## config.mk

```make
export PLATFORM = sky130hd
export DESIGN_NAME = retire_unit
export DESIGN_NICKNAME = d
export VERILOG_FILES = /design/src/rtl/retire_unit.sv
export SDC_FILE = /design/constraint.sdc
export NUM_CORES = 1
export LEC_CHECK = 0
export BUFFER_PORTS_ARGS = -buffer_cell sky130_fd_sc_hd__buf_2
export CELL_PAD_IN_SITES_DETAIL_PLACEMENT = 1
export CELL_PAD_IN_SITES_GLOBAL_PLACEMENT = 1
export CORE_MARGIN = 3
export CORE_UTILIZATION = 45
export DETAILED_ROUTE_END_ITERATION = 10
export PLACE_DENSITY = 0.72
export SETUP_SLACK_MARGIN = 0.3
export SYNTH_ARGS = -nofsm -noshare
export SYNTH_HDL_FRONTEND = slang
export SYNTH_SLANG_ARGS = --single-unit
export TNS_END_PERCENT = 5
```

## constraint.sdc

```tcl
create_clock -name clk -period 26.7 [get_ports clk]
set_input_delay 4.005 -clock clk [delete_from_list [all_inputs] [get_ports clk]]
set_output_delay 4.005 -clock clk [all_outputs]
set_load 0.01 [all_outputs]
```

## src/rtl/retire_unit.sv

```systemverilog
// retire_unit: in-order retirement buffer with two register-file write ports.
// Entries are allocated at tail, completed out of order by tag, and retired
// from head (up to two per cycle) once done.
// Optional macro RETIRE_CMPL_BYPASS_EN: a same-cycle completion to the head
// (or head+1) entry counts as done for that cycle's retire decision.
module retire_unit #(
   parameter int DEPTH = 8,
   parameter int TAG_W = 3
) (
   input  logic              clk,
   input  logic              reset,
   input  logic              alloc_valid,
   input  logic [4:0]        alloc_rd,
   input  logic              alloc_wen,
   output logic              alloc_ready,
   output logic [TAG_W-1:0]  alloc_tag,
   input  logic              cmpl_valid,
   input  logic [TAG_W-1:0]  cmpl_tag,
   input  logic [31:0]       cmpl_data,
   input  logic              flush,
   output logic [4:0]        rd1,
   output logic [31:0]       rd1_data,
   output logic              RegWrite1,
   output logic [4:0]        rd2,
   output logic [31:0]       rd2_data,
   output logic              RegWrite2,
   output logic [1:0]        retire_count,
   output logic              empty,
   output logic [TAG_W:0]    count
);

   localparam logic [TAG_W:0] DEPTH_C = (TAG_W+1)'(DEPTH);

   logic [TAG_W-1:0] head_reg, tail_reg;
   logic [TAG_W:0]   count_reg;
   logic [TAG_W-1:0] head_p1, head_next;
   logic [TAG_W:0]   count_next;

   // per-entry state, gathered for indexed reads
   logic [DEPTH-1:0] valid_vec, done_vec, wen_vec;
   logic [4:0]       rd_arr   [DEPTH];
   logic [31:0]      data_arr [DEPTH];

   logic       alloc_fire;
   logic       byp1, byp2;
   logic       elig1, elig2, retire1, retire2;
   logic [1:0] n_ret;
   logic [31:0] ret_data1, ret_data2;

   assign head_p1     = head_reg + TAG_W'(1);
   assign alloc_ready = (count_reg < DEPTH_C) && !flush;
   assign alloc_tag   = tail_reg;
   assign alloc_fire  = alloc_valid && alloc_ready;
   assign empty       = (count_reg == '0);
   assign count       = count_reg;

`ifdef RETIRE_CMPL_BYPASS_EN
   // a completion landing on head / head+1 this cycle is treated as done now
   assign byp1 = cmpl_valid && (cmpl_tag == head_reg) && valid_vec[head_reg] && !done_vec[head_reg];
   assign byp2 = cmpl_valid && (cmpl_tag == head_p1)  && valid_vec[head_p1]  && !done_vec[head_p1];
`else
   assign byp1 = 1'b0;
   assign byp2 = 1'b0;
`endif

   // retire decision: strictly in order, slot 2 only behind slot 1; flush discards
   always_comb begin
      elig1      = valid_vec[head_reg] && (done_vec[head_reg] || byp1);
      elig2      = elig1 && valid_vec[head_p1] && (done_vec[head_p1] || byp2);
      retire1    = elig1 && !flush;
      retire2    = elig2 && !flush;
      n_ret      = 2'(retire1) + 2'(retire2);
      ret_data1  = byp1 ? cmpl_data : data_arr[head_reg];
      ret_data2  = byp2 ? cmpl_data : data_arr[head_p1];
      head_next  = head_reg + TAG_W'(n_ret);
      count_next = count_reg + (TAG_W+1)'(alloc_fire) - (TAG_W+1)'(n_ret);
   end

   // pointer and occupancy registers
   always_ff @(posedge clk or posedge reset) begin
      if (reset) begin
         head_reg  <= '0;
         tail_reg  <= '0;
         count_reg <= '0;
      end else if (flush) begin
         head_reg  <= '0;
         tail_reg  <= '0;
         count_reg <= '0;
      end else begin
         head_reg  <= head_next;
         tail_reg  <= alloc_fire ? tail_reg + TAG_W'(1) : tail_reg;
         count_reg <= count_next;
      end
   end

   genvar gi;
   generate
      for (gi = 0; gi < DEPTH; gi++) begin : g_entry
         logic        v_reg, d_reg, w_reg;
         logic [4:0]  r_reg;
         logic [31:0] dat_reg;
         logic        alloc_here, clear_here, cmpl_here;

         assign alloc_here = alloc_fire && (tail_reg == TAG_W'(gi));
         assign clear_here = (retire1 && (head_reg == TAG_W'(gi))) ||
                             (retire2 && (head_p1  == TAG_W'(gi)));
         assign cmpl_here  = cmpl_valid && (cmpl_tag == TAG_W'(gi)) && v_reg && !d_reg;

         // entry lifecycle: allocate -> complete -> retire (clear); flush wipes
         always_ff @(posedge clk or posedge reset) begin
            if (reset) begin
               v_reg   <= 1'b0;
               d_reg   <= 1'b0;
               w_reg   <= 1'b0;
               r_reg   <= '0;
               dat_reg <= '0;
            end else if (flush) begin
               v_reg <= 1'b0;
               d_reg <= 1'b0;
            end else if (alloc_here) begin
               v_reg <= 1'b1;
               d_reg <= 1'b0;
               w_reg <= alloc_wen;
               r_reg <= alloc_rd;
            end else if (clear_here) begin
               v_reg <= 1'b0;
               d_reg <= 1'b0;
            end else if (cmpl_here) begin
               d_reg   <= 1'b1;
               dat_reg <= cmpl_data;
            end
         end

         assign valid_vec[gi] = v_reg;
         assign done_vec[gi]  = d_reg;
         assign wen_vec[gi]   = w_reg;
         assign rd_arr[gi]    = r_reg;
         assign data_arr[gi]  = dat_reg;
      end
   endgenerate

   // registered write ports: zero whenever the slot does not retire
   always_ff @(posedge clk or posedge reset) begin
      if (reset) begin
         rd1          <= '0;
         rd1_data     <= '0;
         RegWrite1    <= 1'b0;
         rd2          <= '0;
         rd2_data     <= '0;
         RegWrite2    <= 1'b0;
         retire_count <= '0;
      end else begin
         rd1          <= retire1 ? rd_arr[head_reg] : 5'd0;
         rd1_data     <= retire1 ? ret_data1 : 32'd0;
         RegWrite1    <= retire1 && wen_vec[head_reg] && (rd_arr[head_reg] != 5'd0);
         rd2          <= retire2 ? rd_arr[head_p1] : 5'd0;
         rd2_data     <= retire2 ? ret_data2 : 32'd0;
         RegWrite2    <= retire2 && wen_vec[head_p1] && (rd_arr[head_p1] != 5'd0);
         retire_count <= n_ret;
      end
   end

endmodule
```

==> results of run 1 <==
-- layer usage --
layer,wire [µm],GRT usage,up-vias
met5,40,0,-
met3,2070,0.0339,67
li1,-,-,5135
met4,879,0.0539,6
met2,25600,0.373,257
met1,23100,0.314,6590
-- cell type report --
cell class                 instances  share of cell area
tap                              585              0.0321
clock inverter                    15              0.0100
multi-input combinational        791               0.411
clock buffer                      64              0.0592
sequential                       408               0.448
timing repair buffer             151              0.0363
inverter                          21             0.00384
-- layout by cell type, fill, tap and decap left out, drive strengths merged, types with 8 or more instances in the layout --
cell type,synthesis,final
clkbuf,31,64
clkinv,2,10
mux2i,40,40
mux2,304,304
a31oi,8,8
inv,19,20
buf,55,151
nand2,92,92
ha,20,20
nor2b,11,11
mux4,156,156
nor2,53,53
a21oi,43,43
dfrtp,408,408
-- logic make-up (layout without fill, tap and decap cells) --
family / count (synthesis) / in the layout / share of synthesized area
buf+inv: 107 / 251 / 0.0251
simple gates: 180 / 180 / 0.0392
flops: 408 / 408 / 0.510
xor+xnor: 5 / 5 / 0.00219
compound gates: 84 / 84 / 0.0300
fa+ha+maj: 22 / 22 / 0.0145
mux: 500 / 500 / 0.379
-- per-stage QoR --
stage / total power [W] / cells
2_1_floorplan: 0.000897 / 1306
3_3_place_gp: 0.000948 / 1956
3_5_place_dp: 0.000963 / 1956
4_1_cts: 0.00163 / 2035
5_1_grt: 0.00169 / 2035
6_report: 0.00161 / 2035
-- worst max path at each step --
stage | startpoint | end | slack (ns) | cells after the start
final | flush | alloc_ready | 18.01 | 3
after global routing | flush | alloc_ready | 17.92 | 3
after CTS | flush | alloc_ready | 18.00 | 3
after detailed placement | flush | alloc_ready | 18.01 | 3
after global placement | flush | alloc_ready | 18.03 | 3
after floorplan | reset | RegWrite1 | 11.34 | 1
-- worst reg2reg max path: stages (launching register included) --
cell and delay (ns):
dfrtp_2 0.34, buf_4 0.62, inv_2 0.04, buf_4 0.37, ha_2 0.45, buf_4 0.75, o31ai_1 0.32, a211oi_4 1.01
buf_4 0.53, mux2_2 0.41
-- power by group through the flow --
stage	logic, W	registers, W	clock network [W]
after floorplan	0.000171	0.000726	0
after global placement	0.000210	0.000737	0
after detailed placement	0.000220	0.000744	0
after CTS	0.000222	0.000734	0.000678
after global routing	0.000240	0.000743	0.000707
final	0.000220	0.000735	0.000660
-- synthesized netlist by cell type (all sizes together), types with 11 or more instances --
master | count | area (µm²)
clkbuf | 31 | 116
inv | 19 | 71.3
ha | 20 | 250
mux2 | 304 | 3650
a21oi | 43 | 215
nor2 | 53 | 199
nor2b | 11 | 68.8
mux2i | 40 | 413
buf | 55 | 305
dfrtp | 408 | 10200
mux4 | 156 | 3510
nand2 | 92 | 348
==> results.json, run 1 <==
{
  "status": "complete, no violations",
  "whs_ns": 0.506,
  "hold_start": "g_entry[3].v_reg",
  "die_w_um": 217,
  "cts_resized": 0,
  "clock_skew_ns": 0.0154,
  "port_buffers": 132,
  "die_area_mm2": 0.0470,
  "hold_viol_final": 0,
  "syn_area_mm2": 0.0200,
  "synthesis.nets": 1374,
  "die_h_um": 217,
  "min_path_cells": 1,
  "track_usage": 0.224,
  "dpl.hpwl_mm": 29.3,
  "wl_per_cell_um": 25.4,
  "yosysSeqAreaShare": 0.510,
  "setup_ws_ns": 18.01,
  "grt_pass1_vias": 13475,
  "relSlewSlack": 0.171,
  "grt_overflow_total": 0,
  "critPathKind": "input port to output port",
  "nets": 1487,
  "reg2reg_to": "g_entry[7].dat_reg[3]",
  "syn_to_final_growth_pct": 14.1,
  "p_leak_nw": 10.6,
  "post-route-util": 0.525,
  "rsz0062_at_grt": "false",
  "critPathCaptureType": "output port",
  "cpPeakStageDelay_ns": 0.27,
  "cp_top_family": "buffers and inverters",
  "rr_startpoint": "head_reg[2]",
  "synth-main-ff-cell": "dfrtp_1",
  "worstPathArrival_ns": 4.68,
  "h-tree-depth": 2,
  "synth_cell_types": 57,
  "min_to": "g_entry[3].v_reg",
  "final_cell_area_mm2": 0.0228,
  "worstSkewPairLatency_ns": 0.57,
  "grt_start_max_net_pins": 172,
  "max_freq_mhz": 115,
  "cts_buffers": 46,
  "tightest_slew_ns": 1.23,
  "antenna_found_initial": 4,
  "maxCapViolCount": 0,
  "required_ns": 22.69,
  "largest_register_ffs": 256,
  "avgSynthCellArea_um2": 15.3,
  "fp-row-count": 76,
  "fin_tns_setup_ns": 0,
  "fin_crit_ns": 8.69,
  "critPathLaunchType": "input port",
  "drt_iter0_drc": 638,
  "place_area_mm2": 0.0213,
  "cts.sinks": 408,
  "setup_viol": 0,
  "drt-pass1-iter-count": 5,
  "p_sw_frac": 0.243,
  "cp_num_buf_inv": 2,
  "synthArstFlopShare": 1.00,
  "crit_chain": "buf_2 -> nor2_1 -> buf_2",
  "core_mm2": 0.0435,
  "p_switching_w": 0.000392,
  "hold_class": "flip-flop to flip-flop",
  "ff_latch_area_mm2": 0.0102,
  "ant_nets": 0,
  "vias_per_cell": 5.92,
  "place_worst_setup_slack_ns": 18.01,
  "intPower_w": 0.00122,
  "hold_buffers": 0,
  "fin_crit_sh": 0.325,
  "wl_mm": 51.6,
  "ys.warnings.count": 0,
  "num_vias": 12055,
  "power_frac_clock": 0.409,
  "multiInputGateArea_mm2": 0.00939,
  "grt_pass1_wl_mm": 81.5,
  "rr_worst_depth": 9,
  "clock-root-buffer": "clkbuf_16",
  "reg2reg_slack_ns": 21.73,
  "syn_inst": 1306,
  "cp_max_fo": 18,
  "comb_power_share": 0.136,
  "io_pins": 133,
  "route.detailed.drc": 0,
  "postCtsSetupRepairBufs": 0,
  "n_fill_cell": 4149,
  "drv_slew": 0,
  "synth_seq_cells": 408,
  "globalplace.congestion": 0.774,
  "num_antenna_cells": 0,
  "cts_tree": "yes",
  "synth-edff-count": 0,
  "drive_above_1_share": 0.481,
  "p_seq_frac": 0.455,
  "start_util": 0.460,
  "power_density_mw_per_mm2": 70.7,
  "cts_buffer_depth": 3,
  "ir_drop_v": 0.0000364,
  "clkTransAtPathRegs_ns": 0.06,
  "slowest_stage": "nor2_1",
  "cp_common_cell": "buf_2"
}
Note: power is estimated with default switching activity, not from simulation.
==> inputs of run 2 (changes only) <==
Clock period 26.7 ns to 8.6 ns, I/O delays scaled along.
==> run 2 against run 1 <==
Clock-buffer cell count did not move. Final area shrank 0.59%. Power grew to 3.0 times the previous value. Via count decreased by 0.75%. Combinational power increased to 3.1 times the previous value. Register-to-register slack worse by 18 ns. Cell count down 0.25%. Flip-flop and latch count stayed put. Sequential share of layout area increased by 0.27 points. Die area is the same. Critical endpoint is now g_entry[2].dat_reg[29]. Largest power group unchanged.
==> results.json, run 2 (synthesized netlist as in run 1, its figures left out) <==
{
  "cp_max_fo": 55,
  "p_leak_nw": 10.5,
  "status": "complete, no violations",
  "grt_start_max_net_pins": 172,
  "cts_tree": "yes",
  "clock-root-buffer": "clkbuf_16",
  "die_w_um": 217,
  "wl_per_cell_um": 25.0,
  "fp-row-count": 76,
  "syn_to_final_growth_pct": 13.5,
  "dpl.hpwl_mm": 29.4,
  "critPathLaunchType": "flip-flop",
  "power_density_mw_per_mm2": 214,
  "n_fill_cell": 4169,
  "drt-pass1-iter-count": 5,
  "antenna_found_initial": 3,
  "maxCapViolCount": 0,
  "nets": 1487,
  "cp_top_family": "flip-flops",
  "numPlacedInstances": 1957,
  "final_cell_mix": "dfrtp_1, mux2_2, mux4_2",
  "max_freq_mhz": 197,
  "grt_pass1_vias": 13448,
  "comb_power_share": 0.140,
  "start_util": 0.460,
  "ir_drop_v": 0.000108,
  "crit_chain": "inv_2 -> ha_4 -> mux4_2 -> and2b_1 -> a311oi_4 -> buf_4 -> mux2_2",
  "cts_resized": 0,
  "grt_overflow_total": 0,
  "clkTransAtPathRegs_ns": 0.06,
  "hold_viol_final": 0,
  "core_mm2": 0.0435,
  "cts.sinks": 408,
  "worstPathArrival_ns": 5.52,
  "tightest_slew_ns": 1.15,
  "hold_class": "flip-flop to flip-flop",
  "cpPeakStageDelay_ns": 1.06,
  "critPathCaptureType": "flip-flop",
  "rsz0062_at_grt": "false",
  "port_buffers": 132,
  "slowest_stage": "dfrtp_4",
  "post-route-util": 0.522,
  "required_ns": 9.04,
  "globalplace.congestion": 0.797,
  "power_frac_clock": 0.391,
  "fin_crit_sh": 0.590,
  "drive_above_1_share": 0.480,
  "hold_buffers": 0,
  "p_switching_w": 0.00120,
  "fin_crit_ns": 5.08,
  "die_area_mm2": 0.0470,
  "worstSkewPairLatency_ns": 0.56,
  "track_usage": 0.219,
  "io_pins": 133,
  "wl_mm": 50.7,
  "drt_iter0_drc": 608,
  "relSlewSlack": 0.232,
  "route.detailed.drc": 0,
  "p_sw_frac": 0.246,
  "ant_nets": 0,
  "cts_buffer_depth": 3,
  "p_seq_frac": 0.468,
  "clock_skew_ns": 0.0135,
  "fin_tns_setup_ns": 0,
  "mostFrequentLayoutCell": "dfrtp_1",
  "layout.cells.non_filler": 2030,
  "h-tree-depth": 2,
  "largest_register_ffs": 256,
  "vias_per_cell": 5.89,
  "cts_buffers": 45,
  "drv_slew": 0,
  "critPathKind": "flip-flop to flip-flop",
  "intPower_w": 0.00367,
  "grt_pass1_wl_mm": 79.9,
  "num_vias": 11965,
  "setup_viol": 0,
  "cp_num_buf_inv": 2,
  "postCtsSetupRepairBufs": 0,
  "die_h_um": 217
}
run 2: cell types whose count changed in the layout (fill, tap and decap cells not counted), sizes merged:
| cell | before | now |
|---|---|---|
| clkinvlp | 0 | 1 |
| clkinv | 10 | 4 |
| buf | 151 | 152 |
| diode | 0 | 1 |
| inv | 20 | 21 |
| bufinv | 6 | 3 |
run 2: power groups by stage:
stage / combinational [W] / sequential, W / clock [W]
2_1_floorplan: 0.000532 / 0.00225 / 0
3_3_place_gp: 0.000659 / 0.00229 / 0
3_5_place_dp: 0.000686 / 0.00231 / 0
4_1_cts: 0.000693 / 0.00228 / 0.00196
5_1_grt: 0.000746 / 0.00231 / 0.00205
6_report: 0.000682 / 0.00228 / 0.00191
run 2: metrics by stage:
step / hold slack [ns] / area, µm² / power [W] / worst slack [ns]
global placement: 0.484 / 21300 / 0.00295 / 3.68
detailed placement: 0.503 / 21300 / 0.00299 / 3.47
CTS: 0.516 / 22700 / 0.00493 / 3.43
finish: 0.519 / 22700 / 0.00487 / 3.52
global route: 0.533 / 22700 / 0.00510 / 3.25
floorplan: 0.463 / 20000 / 0.00279 / 1.81
run 2: path summary, 6_finish.rpt:
kind,slack (ns),end,cells after the start,startpoint
max,3.52,g_entry[2].dat_reg[29],7,head_reg[0]
min,0.52,g_entry[7].dat_reg[23],1,g_entry[7].dat_reg[23]
max reg2reg,3.52,g_entry[2].dat_reg[29],7,head_reg[0]
min in group asynchronous,0.89,rd2_data[6],2,reset
max in group asynchronous,6.14,rd2_data[23],3,reset
min reg2reg,0.52,g_entry[7].dat_reg[23],1,g_entry[7].dat_reg[23]
run 2: area by class of cell:
class | instances | area, µm² | area share
antenna | 1 | 2.50 | 0.000110
clock buffer | 64 | 1320 | 0.0580
clock inverter | 8 | 123 | 0.00540
inverter | 21 | 83.8 | 0.00369
multi-input combinational | 791 | 9390 | 0.413
sequential | 408 | 10200 | 0.450
tap | 585 | 732 | 0.0322
timing repair buffer | 152 | 836 | 0.0368
run 2: layer usage:
| layer | GRT usage | wire, µm | vias up |
|---|---|---|---|
| li1 | - | - | 5135 |
| met4 | 0.0528 | 935 | 2 |
| met1 | 0.303 | 22500 | 6517 |
| met3 | 0.0328 | 1930 | 72 |
| met2 | 0.369 | 25300 | 239 |
| met5 | 0 | 20 | - |
